**src/rtl/arm_pipe_pkg.sv**
```systemverilog
// Shared types for the ARM pipeline hazard controller: wait-FSM state encoding,
// default SRAM access length and the stage-control bundle.
package arm_pipe_pkg;

  typedef enum logic {
    IDLE = 1'b0,
    WAIT = 1'b1
  } wait_state_t;

  localparam int MEM_WAIT_DEF = 4;

  // Field order matches the top-level output list, MSB first.
  typedef struct packed {
    logic freeze_pc;
    logic freeze_if_id;
    logic flush_if_id;
    logic freeze_id_ex;
    logic flush_id_ex;
    logic freeze_exe_mem;
    logic flush_mem_wb;
  } stage_ctrl_t;

endpackage

```
**src/rtl/sram_wait_counter.sv**
```systemverilog
// Wait-state FSM for a multi-cycle SRAM access in the MEM stage.
// Stalls for exactly MEM_WAIT cycles, then spends one busy release cycle.
module sram_wait_counter
  import arm_pipe_pkg::*;
#(
  parameter int MEM_WAIT = MEM_WAIT_DEF
) (
  input  logic clk,
  input  logic rst,
  input  logic mem_req,
  output logic mem_stall,
  output logic mem_busy
);

  // state | meaning
  // IDLE  | no access in flight; a mem_req starts one and stalls this cycle
  // WAIT  | access in flight; stall while cnt!=0, cnt==0 is the release cycle
  localparam int CW = (MEM_WAIT > 1) ? $clog2(MEM_WAIT) : 1;

  wait_state_t   state;
  logic [CW-1:0] cnt;

  always_ff @(posedge clk or posedge rst) begin
    if (rst) begin
      state <= IDLE;
      cnt   <= '0;
    end else begin
      case (state)
        IDLE: begin
          if (mem_req) begin
            state <= WAIT;
            cnt   <= CW'(MEM_WAIT - 1);
          end
        end
        WAIT: begin
          if (cnt != '0) begin
            cnt <= cnt - CW'(1);
          end else begin
            state <= IDLE;
          end
        end
        default: begin
          state <= IDLE;
          cnt   <= '0;
        end
      endcase
    end
  end

  assign mem_stall = ((state == IDLE) && mem_req) || ((state == WAIT) && (cnt != '0));
  assign mem_busy  = (state == WAIT);

endmodule

```
**src/rtl/pipe_hazard_ctrl.sv**
```systemverilog
// Stall/flush sequencer for the 5-stage ARM pipeline, with saturating
// performance counters of stall cycles and flush cycles.
module pipe_hazard_ctrl
  import arm_pipe_pkg::*;
#(
  parameter int MEM_WAIT = MEM_WAIT_DEF,
  parameter int CNT_W    = 16
) (
  input  logic             clk,
  input  logic             rst,
  input  logic             hazard,
  input  logic             branch_taken,
  input  logic             mem_req,
  input  logic             perf_clr,
  output logic             freeze_pc,
  output logic             freeze_if_id,
  output logic             flush_if_id,
  output logic             freeze_id_ex,
  output logic             flush_id_ex,
  output logic             freeze_exe_mem,
  output logic             flush_mem_wb,
  output logic             mem_busy,
  output logic [CNT_W-1:0] stall_count,
  output logic [CNT_W-1:0] flush_count
);

  logic        mem_stall;
  logic        busy_raw;
  stage_ctrl_t ctrl;

  sram_wait_counter #(.MEM_WAIT(MEM_WAIT)) u_wait (
    .clk       (clk),
    .rst       (rst),
    .mem_req   (mem_req),
    .mem_stall (mem_stall),
    .mem_busy  (busy_raw)
  );

  // A memory stall freezes EXE, so any branch/hazard decision waits for release.
  always_comb begin
    ctrl = '0;
    if (!rst) begin
      if (mem_stall) begin
        ctrl.freeze_pc      = 1'b1;
        ctrl.freeze_if_id   = 1'b1;
        ctrl.freeze_id_ex   = 1'b1;
        ctrl.freeze_exe_mem = 1'b1;
        ctrl.flush_mem_wb   = 1'b1;
      end else if (branch_taken) begin
        ctrl.flush_if_id = 1'b1;
        ctrl.flush_id_ex = 1'b1;
      end else if (hazard) begin
        ctrl.freeze_pc    = 1'b1;
        ctrl.freeze_if_id = 1'b1;
        ctrl.flush_id_ex  = 1'b1;
      end
    end
  end

  assign freeze_pc      = ctrl.freeze_pc;
  assign freeze_if_id   = ctrl.freeze_if_id;
  assign flush_if_id    = ctrl.flush_if_id;
  assign freeze_id_ex   = ctrl.freeze_id_ex;
  assign flush_id_ex    = ctrl.flush_id_ex;
  assign freeze_exe_mem = ctrl.freeze_exe_mem;
  assign flush_mem_wb   = ctrl.flush_mem_wb;
  assign mem_busy       = busy_raw && !rst;

  always_ff @(posedge clk or posedge rst) begin
    if (rst) begin
      stall_count <= '0;
      flush_count <= '0;
    end else if (perf_clr) begin
      stall_count <= '0;
      flush_count <= '0;
    end else begin
      if (ctrl.freeze_pc && (stall_count != '1)) begin
        stall_count <= stall_count + CNT_W'(1);
      end
      if (ctrl.flush_if_id && (flush_count != '1)) begin
        flush_count <= flush_count + CNT_W'(1);
      end
    end
  end

endmodule
```
**config.mk**
```make
export PLATFORM = sky130hd
export DESIGN_NAME = pipe_hazard_ctrl
export DESIGN_NICKNAME = d
export VERILOG_FILES = /design/src/rtl/arm_pipe_pkg.sv /design/src/rtl/sram_wait_counter.sv /design/src/rtl/pipe_hazard_ctrl.sv
export SDC_FILE = /design/constraint.sdc
export NUM_CORES = 1
export LEC_CHECK = 0
export CELL_PAD_IN_SITES_DETAIL_PLACEMENT = 1
export CELL_PAD_IN_SITES_GLOBAL_PLACEMENT = 2
export CORE_UTILIZATION = 27
export CTS_BUF_LIST = sky130_fd_sc_hd__clkbuf_16
export CTS_CLUSTER_SIZE = 25
export DETAILED_ROUTE_END_ITERATION = 10
export HOLD_SLACK_MARGIN = 0.15
export PLACE_DENSITY = 0.73
export RECOVER_POWER = 25
export SKIP_CTS_REPAIR_TIMING = 1
export SYNTH_ARGS = -nofsm -noshare
export SYNTH_HDL_FRONTEND = slang
export SYNTH_SLANG_ARGS = --single-unit
```
**constraint.sdc**
```tcl
create_clock -name clk -period 1.98 [get_ports clk]
set_input_delay 0.198 -clock clk [delete_from_list [all_inputs] [get_ports clk]]
set_output_delay 0.198 -clock clk [all_outputs]
set_load 0.02 [all_outputs]
```
Word-level counts from Yosys, hierarchy flattened
Cells that the tools add are included.
{ "classes": {"addsub": 3, "muxes": 21, "bitwise_logic": 1, "n_reduce_logical": 11, "n_eq_ne": 4} }
{ "ops": {"columns": ["cell", "count"], "rows": [
  ["16-bit two-way mux", 4],
  ["16-bit by 1-bit adder with 16-bit output (second input constant)", 2],
  ["16-bit != test (second input constant)", 2],
  ["2-bit two-way mux", 6],
  ["1-bit two-way mux", 8],
  ["7-bit two-way mux", 1],
  ["2-bit nonzero test", 3],
  ["1-bit logical AND", 5],
  ["2-bit != test (second input constant)", 2],
  ["2-bit case mux with 2 select lines", 1],
  ["1-bit case mux with 2 select lines", 1],
  ["2-bit AND reduction", 1],
  ["2-bit by 1-bit subtractor with 2-bit output (second input constant)", 1],
  ["1-bit logical NOT", 1],
  ["1-bit logical OR", 1],
  ["1-bit NOT", 1]
]} }
{ "word_totals": {"output_inout_bits": 40, "word_cells": 44, "regBits": 35, "inputBits": 6} }

Longest topological paths before layout
Gate-level depths: netlist (run 1).
{ "depth": {"ltp_word": 8, "ltp_mapped": 8, "ltp_nobuf": 7} }

By module
A second synthesis (run 1) with hierarchy kept.
{ "hier_totals": {"hier_cells": 235, "area_unflattened_um2": 2158.3} }
{ "modules_own_cells": {"columns": ["module", "instances", "cells_per_inst", "area_per_inst_um2"], "rows": [
  ["pipe_hazard_ctrl", 1, 222, 2006.9],
  ["sram_wait_counter", 1, 13, 151.4]
]} }

Least setup slack after synthesis (run 1)
Ideal clock, no wire load.
{ "synth_timing": {"path_type": "flip-flop to flip-flop", "start": "register u_wait.cnt[0]", "end": "register stall_count[14]", "slack_ns": 0.031, "stages_incl_launch_ff": 8, "synth_period_minus_slack_ns": 1.949, "n_path_buf": 1, "arrival_ns": 1.824, "setup_ns": 0.125, "required_ns": 1.855, "path_cell_list": "dfrtp_1 inv_1 ha_1 nand2b_1 a31o_2 clkbuf_1 nor4_1 mux2_2"} }
{ "synth_via": {"elab_chain_cells": 7} }
{ "synth_rtl": {"columns": ["element", "line_no", "rtl"], "rows": [
  ["start: declaration", "sram_wait_counter.sv:21", "logic [CW-1:0] cnt;"],
  ["start signal: assignment", "sram_wait_counter.sv:32", "cnt <= CW'(MEM_WAIT - 1);"],
  ["start signal: assignment", "sram_wait_counter.sv:37", "cnt <= cnt - CW'(1);"],
  ["2-bit nonzero test", "sram_wait_counter.sv:50", "assign mem_stall = ((state == IDLE) && mem_req) || ((state == WAIT) && (cnt != '0));"],
  ["1-bit logical AND", "sram_wait_counter.sv:50", null],
  ["1-bit logical OR", "sram_wait_counter.sv:50", null],
  ["2-bit two-way mux", "pipe_hazard_ctrl.sv:43", "if (mem_stall) begin"],
  ["7-bit two-way mux", "pipe_hazard_ctrl.sv:42", "if (!rst) begin"],
  ["1-bit logical AND", "pipe_hazard_ctrl.sv:77", "if (ctrl.freeze_pc && (stall_count != '1)) begin"],
  ["2-bit nonzero test (no line)", null, null],
  ["end signal: assignment", "pipe_hazard_ctrl.sv:78", "stall_count <= stall_count + CNT_W'(1);"],
  ["end: declaration", "pipe_hazard_ctrl.sv:23", "output logic [CNT_W-1:0] stall_count,"]
]} }
Every way passes these cells.
A chain may end at the register's enable or synchronous reset.

Worst setup path after layout (run 1)
{ "layout_timing": {"start": "register u_wait.cnt[0]", "end": "register stall_count[8]"} }
Same word-level chain as after synthesis.

==> metrics.cfg, run 1 <==
[status]
outcome=finished clean

[logic_synthesis]
ys_types=35
synth-simple-area-share_pct=31.1
synthMuxAreaShare_pct=4.35
synth-edff-count=0
synth_fa_ha_area_share_pct=1.81
ys.warnings.count=0
synth_top_family_by_area=simple AND/OR/NAND/NOR gates
synth-compound-area-share_pct=15.5
ys_ff_latch=35
ys_seq_area_share_pct=42.2
synth_fp_nets=236
synth_xor_area_share_pct=0
avgSynthCellArea_um2=9.13
synth_area_um2=2070
syn_inst=227
synth_ff_type=dfrtp_1
async_flop_share_pct=100

[finish]
area_delta_synth_final_pct=54.4
drive_above_1_share_pct=29.1
stdcell_count=405
n_antenna_cell=0
nets=314

[sta]
relSlewSlack_pct=44.6
setup_viol=0
final_hold_viol_count=0
holdWs_ns=0.566
max_slew.worst_pin.slew_ns=0.830
fin_crit_ns=1.94
fmax_mhz=515
fin_crit_sh_pct=98.0
rsz0062_at_grt=yes
skew_ns=0.00561
slew_viol_final=0

[floorplan]
io_pins=46
core_area_um2=7330
initial_core_util_pct=28.3
dieWidth_um=89.6
rows=31
fp.dieH_um=89.6
die_area_um2=8030

[routing]
routedWlPerCell_um=17.3
first_pass_iters=4
drt-initial-drc-count=32
drc=0
via_per_inst=5.34
vias=2163
ant_nets=0
wl_mm=7.02

[clock_network]
clk_path_buf_depth=2
cts_made_buffers=5
cts_tree=yes
cts.sinks=35
path_clk_slew_ns=0.06
h-tree-depth=2
clock_latency_ns=0.29
root_buffer=clkbuf_16

[power]
swShare_pct=29.4
p_clk_share_pct=39.2
seqPwrFrac_pct=30.3
powerDensity_nw_per_um2=833
p_switching_mw=0.785
intPower_mw=1.88
combPwrFrac_pct=30.5
total_power_mw=2.67
vdd_ir_drop_max_uv=474
leakagePower_nw=1.26

[min_path]
hp-class=reg2reg
holdPathStages=2

[job]
maxCapViolations=0

[global_route]
antenna_found_initial=0
grt_pass1_vias=2112
grt_use_total_pct=17.9
grt_max_degree=41
grt_pass1_wl_mm=10.9
overflow=0

[placement]
dp.cells=390
gp_congestion=0.750
portBuffers=45
place_hpwl_mm=4.49

[setup_path]
crit_cells=7
path_delay_family=simple AND/OR/NAND/NOR gates
max_stage_delay_ns=0.51
worstPathRequired_ns=2.20
worstPathMaxFanout=6
crit_chain=inv_2 -> ha_4 -> nand2b_4 -> a31o_4 -> buf_4 -> or4_4 -> a21oi_2
r2r_cells=7
critPathKind=reg2reg
start_kind=flop
worstPathArrival_ns=2.16
cp_num_buf_inv=2
setup.worst_path.end_class=flop
cp_slowest_cell=or4_4

## cells by family after synthesis
| logic type | after synthesis |
|---|---|
| flip-flops | 35 |
| AND/OR/NAND/NOR | 106 |
| buffers and inverters | 22 |
| multiplexers | 8 |
| adder cells (fa/ha/maj) | 3 |
| AO/OA/AOI/OAI | 53 |
## power by group through the flow
stage / clock network (mW) / logic, mW / registers, mW
4_1_cts: 1.07 / 0.673 / 0.796
2_1_floorplan: 0 / 0.323 / 0.816
5_1_grt: 1.09 / 0.884 / 0.813
3_5_place_dp: 0 / 0.658 / 0.804
3_3_place_gp: 0 / 0.642 / 0.804
6_report: 1.04 / 0.814 / 0.808
## per-stage QoR
stage | setup TNS [ns] | utilization (%) | instance area, um^2 | worst slack, ns
2_1_floorplan | 0 | - | 2070 | 0.0313
3_3_place_gp | -0.864 | 38.8 | 2840 | -0.0723
3_5_place_dp | -2.12 | 38.8 | 2840 | -0.140
4_1_cts | -3.10 | 41.4 | 3040 | -0.429
5_1_grt | -0.529 | 43.7 | 3200 | -0.0564
6_report | 0 | 43.7 | 3200 | 0.0389
## path summary, 6_finish.rpt
kind / to / slack (ns) / start
max: stall_count[8] / 0.04 / u_wait.cnt[0]
min: u_wait.cnt[1] / 0.57 / u_wait.cnt[1]
max reg2reg: stall_count[8] / 0.04 / u_wait.cnt[0]
min reg2reg: u_wait.cnt[1] / 0.57 / u_wait.cnt[1]
max in group asynchronous: flush_count[14] / 0.33 / rst
min in group asynchronous: stall_count[15] / 0.58 / rst
## sequential cells by signal (all words and copies together) (netlist names)
register         flops
stall_count         16
flush_count         16
u_wait.cnt           2
u_wait.mem_busy      1
## worst reg2reg max path, cell delays in order, from the launching register on
cell and delay, ns:
dfrtp_1 0.38, inv_2 0.07, ha_4 0.16, nand2b_4 0.18, a31o_4 0.30, buf_4 0.16, or4_4 0.51, a21oi_2 0.12
## synthesized netlist by cell type (2+ instances only)
library cell	number	area share [%]
inv_1	9	1.6
o31ai_1	16	5.8
buf_4	3	1.1
nand4b_1	2	0.85
and4_1	3	1.3
mux2_2	8	4.3
or2_2	2	0.60
nor2_1	11	2.0
nand2_1	9	1.6
and3_1	3	0.91
nor3_1	3	0.72
a21oi_1	24	5.8
nor2b_1	10	3.0
or3_1	4	1.2
nand2b_1	4	1.2
or4_1	16	5.8
nand3b_1	2	0.72
dfrtp_1	35	42
ha_1	3	1.8
clkbuf_1	8	1.4
nor4_1	10	3.0
o21ai_0	9	2.2
nand4_1	10	3.0
nand3_1	12	2.9
## cell type report
cell class | count | area [um^2]
clock buffers | 5 | 125
repair buffers | 83 | 742
flip-flops and latches | 35 | 876
inverters | 9 | 33.8
fillers | 824 | 4130
multi-input cells | 171 | 1230
well taps | 99 | 124
clock inverters | 3 | 67.6
## layout by cell type (no fill, tap or decap), types with 2 or more instances in the layout
cell type and instances:
nor4_1 6, nor2_1 11, clkbuf_16 5, or2_2 2, or3_1 4, o31ai_1 15, clkbuf_2 7, clkdlybuf4s50_1 37
and3_1 3, nand2b_1 2, or4_4 5, a21oi_1 19, and4_1 3, mux2_2 8, nand3b_1 2, ha_1 2
inv_2 2, buf_6 4, o21ai_0 9, nor3_1 3, a21oi_2 5, inv_1 7, nand3_1 12, nor4_2 3
a31o_4 2, nand4_1 10, nand2_1 9, nand2b_4 3, dfrtp_1 35, or4_1 11, buf_4 30, nand4b_1 2
nor2b_1 10, buf_12 2, bufinv_16 2
## routing by layer
| metal | global-route usage [%] | up-vias | share of wire, % |
|---|---|---|---|
| li1 | - | 1032 | - |
| met1 | 21.8 | 1084 | 44 |
| met2 | 31.9 | 38 | 50 |
| met3 | 3.29 | 9 | 3.5 |
| met4 | 6.06 | 0 | 1.5 |
| met5 | 0 | - | 0 |
Note: power is estimated with default switching activity, not from simulation.
==> run 2, diff against run 1 <==
PLACE_DENSITY = not set   (was 0.73)
PLACE_DENSITY_LB_ADDON = 0.3   (was not set)
==> run 2 against run 1 <==
Against the previous run: sequential power down 0.7%; core utilization down 1.3 points; routed wire length down 13%; global-route usage down 1.5 points; cell count down 1.5%; worst setup slack worse by 0.029 ns; worst hold slack worse by 0.0084 ns; sequential cell count unchanged; sequential share of layout area up 0.85 points; die area unchanged; clock power down 15%; highest routed layer unchanged.
==> metrics.cfg, run 2 (same netlist as run 1, synthesis figures left out) <==
[finish]
drive_above_1_share_pct=24.3
final-seq-area_um2=876
fill_cells=840
multi_input_area_um2=1190
area_delta_synth_final_pct=49.8
n_antenna_cell=0
nets=308
layout_common_cells=37 x clkdlybuf4s50_1, 35 x dfrtp_1, 27 x buf_4, 20 x a21oi_1, 16 x o31ai_1
reg_top3=flush_count x16, stall_count x16, u_wait.cnt x2
final_common_cell=clkdlybuf4s50_1

[global_route]
grt_use_total_pct=16.5
use_met3_pct=3.75
antenna_found_initial=0
grt_use_met2_pct=29.1
busiest_layer=met2
grt_pass1_wl_mm=10.0
grt_pass1_vias=2049
grt_max_degree=41
use_met1_pct=20.0
overflow=0

[clock_network]
clock_latency_ns=0.28
cts_made_buffers=5
h-tree-depth=2
cts_tree=yes
root_buffer=clkbuf_16
cts.sinks=35
path_clk_slew_ns=0.06
clk_path_buf_depth=2

[floorplan]
dieWidth_um=89.6
die_area_um2=8030
io_pins=46
initial_core_util_pct=28.3
rows=31
fp.dieH_um=89.6
core_area_um2=7330

[power]
swShare_pct=28.9
p_clk_share_pct=36.5
p_switching_mw=0.698
seqPwrFrac_pct=33.2
intPower_mw=1.72
leakagePower_nw=1.27
total_power_mw=2.41
vdd_ir_drop_max_uv=315
combPwrFrac_pct=30.3
powerDensity_nw_per_um2=777

[sta]
fin_crit_sh_pct=99.5
relSlewSlack_pct=26.7
final.setup.tns_ns=0
rsz0062_at_grt=yes
fin_crit_ns=1.97
skew_ns=0.00431
fmax_mhz=508
max_slew.worst_pin.slew_ns=1.10
slew_viol_final=0
final_hold_viol_count=0
setup_viol=0

[routing]
drt-initial-drc-count=72
drc=0
vias=2091
via_per_inst=5.24
wl_mm=6.14
ant_nets=0
routedWlPerCell_um=15.4
first_pass_iters=4

[placement]
gp_congestion=0.760
place_hpwl_mm=4.35
portBuffers=45

[setup_path]
setup.worst_path.end_class=flop
worstPathArrival_ns=2.18
critPathKind=reg2reg
worstPathMaxFanout=8
crit_start=u_wait.cnt[0]
start_kind=flop
worstPathRequired_ns=2.19
r2r_setup_slack_ns=0.01
rr_startpoint=u_wait.cnt[0]

[min_path]
hp-class=reg2reg
min-delay-start=u_wait.cnt[1]

[job]
maxCapViolations=0

[status]
outcome=finished clean

[run 2: layout make-up]
class	count	share of cell area [%]
Multi-Input combinational cell	170	38.2
Sequential cell	35	28.2
Timing Repair Buffer	78	23.2
Clock buffer	5	4.03
Tap cell	99	3.99
Clock inverter	3	1.25
Inverter	9	1.09
[run 2: worst paths after layout]
check                                   to  depth (start not counted)
max                        stall_count[15]                          7
min in group asynchronous  stall_count[14]                          4
max reg2reg                stall_count[15]                          7
max in group asynchronous  flush_count[11]                          4
min reg2reg                  u_wait.cnt[1]                          2
min                          u_wait.cnt[1]                          2
[run 2: critical path: stages, from the launching register on]
cell      delay [ns]
dfrtp_1         0.36
inv_2           0.05
ha_4            0.15
nand2b_4        0.15
buf_6           0.11
a311o_2         0.45
or4_4           0.50
a21oi_2         0.13
[run 2: power groups by stage]
stage | clock, mW | sequential (mW) | combinational (mW)
after floorplan | 0 | 0.816 | 0.323
after global placement | 0 | 0.804 | 0.640
after detailed placement | 0 | 0.805 | 0.647
after CTS | 0.912 | 0.792 | 0.654
after global routing | 0.941 | 0.805 | 0.800
final | 0.881 | 0.802 | 0.731
[run 2: per-stage QoR]
| step | hold WS [ns] | instances | util [%] | cell area, um^2 | worst slack (ns) |
|---|---|---|---|---|---|
| finish | 0.558 | 399 | 42.4 | 3110 | 0.0100 |
| floorplan | 0.352 | 227 | - | 2070 | 0.0313 |
| CTS | 0.536 | 396 | 40.7 | 2980 | -0.374 |
| global placement | 0.506 | 388 | 38.4 | 2820 | -0.0878 |
| global route | 0.576 | 399 | 42.4 | 3110 | -0.0576 |
| detailed placement | 0.527 | 388 | 38.4 | 2820 | -0.152 |
[run 2: metal layers]
metal / share of wire [%] / wire [um]
met1: 45 / 2770
met2: 50 / 3090
met3: 3.6 / 222
met4: 0.93 / 57
met5: 0 / 0
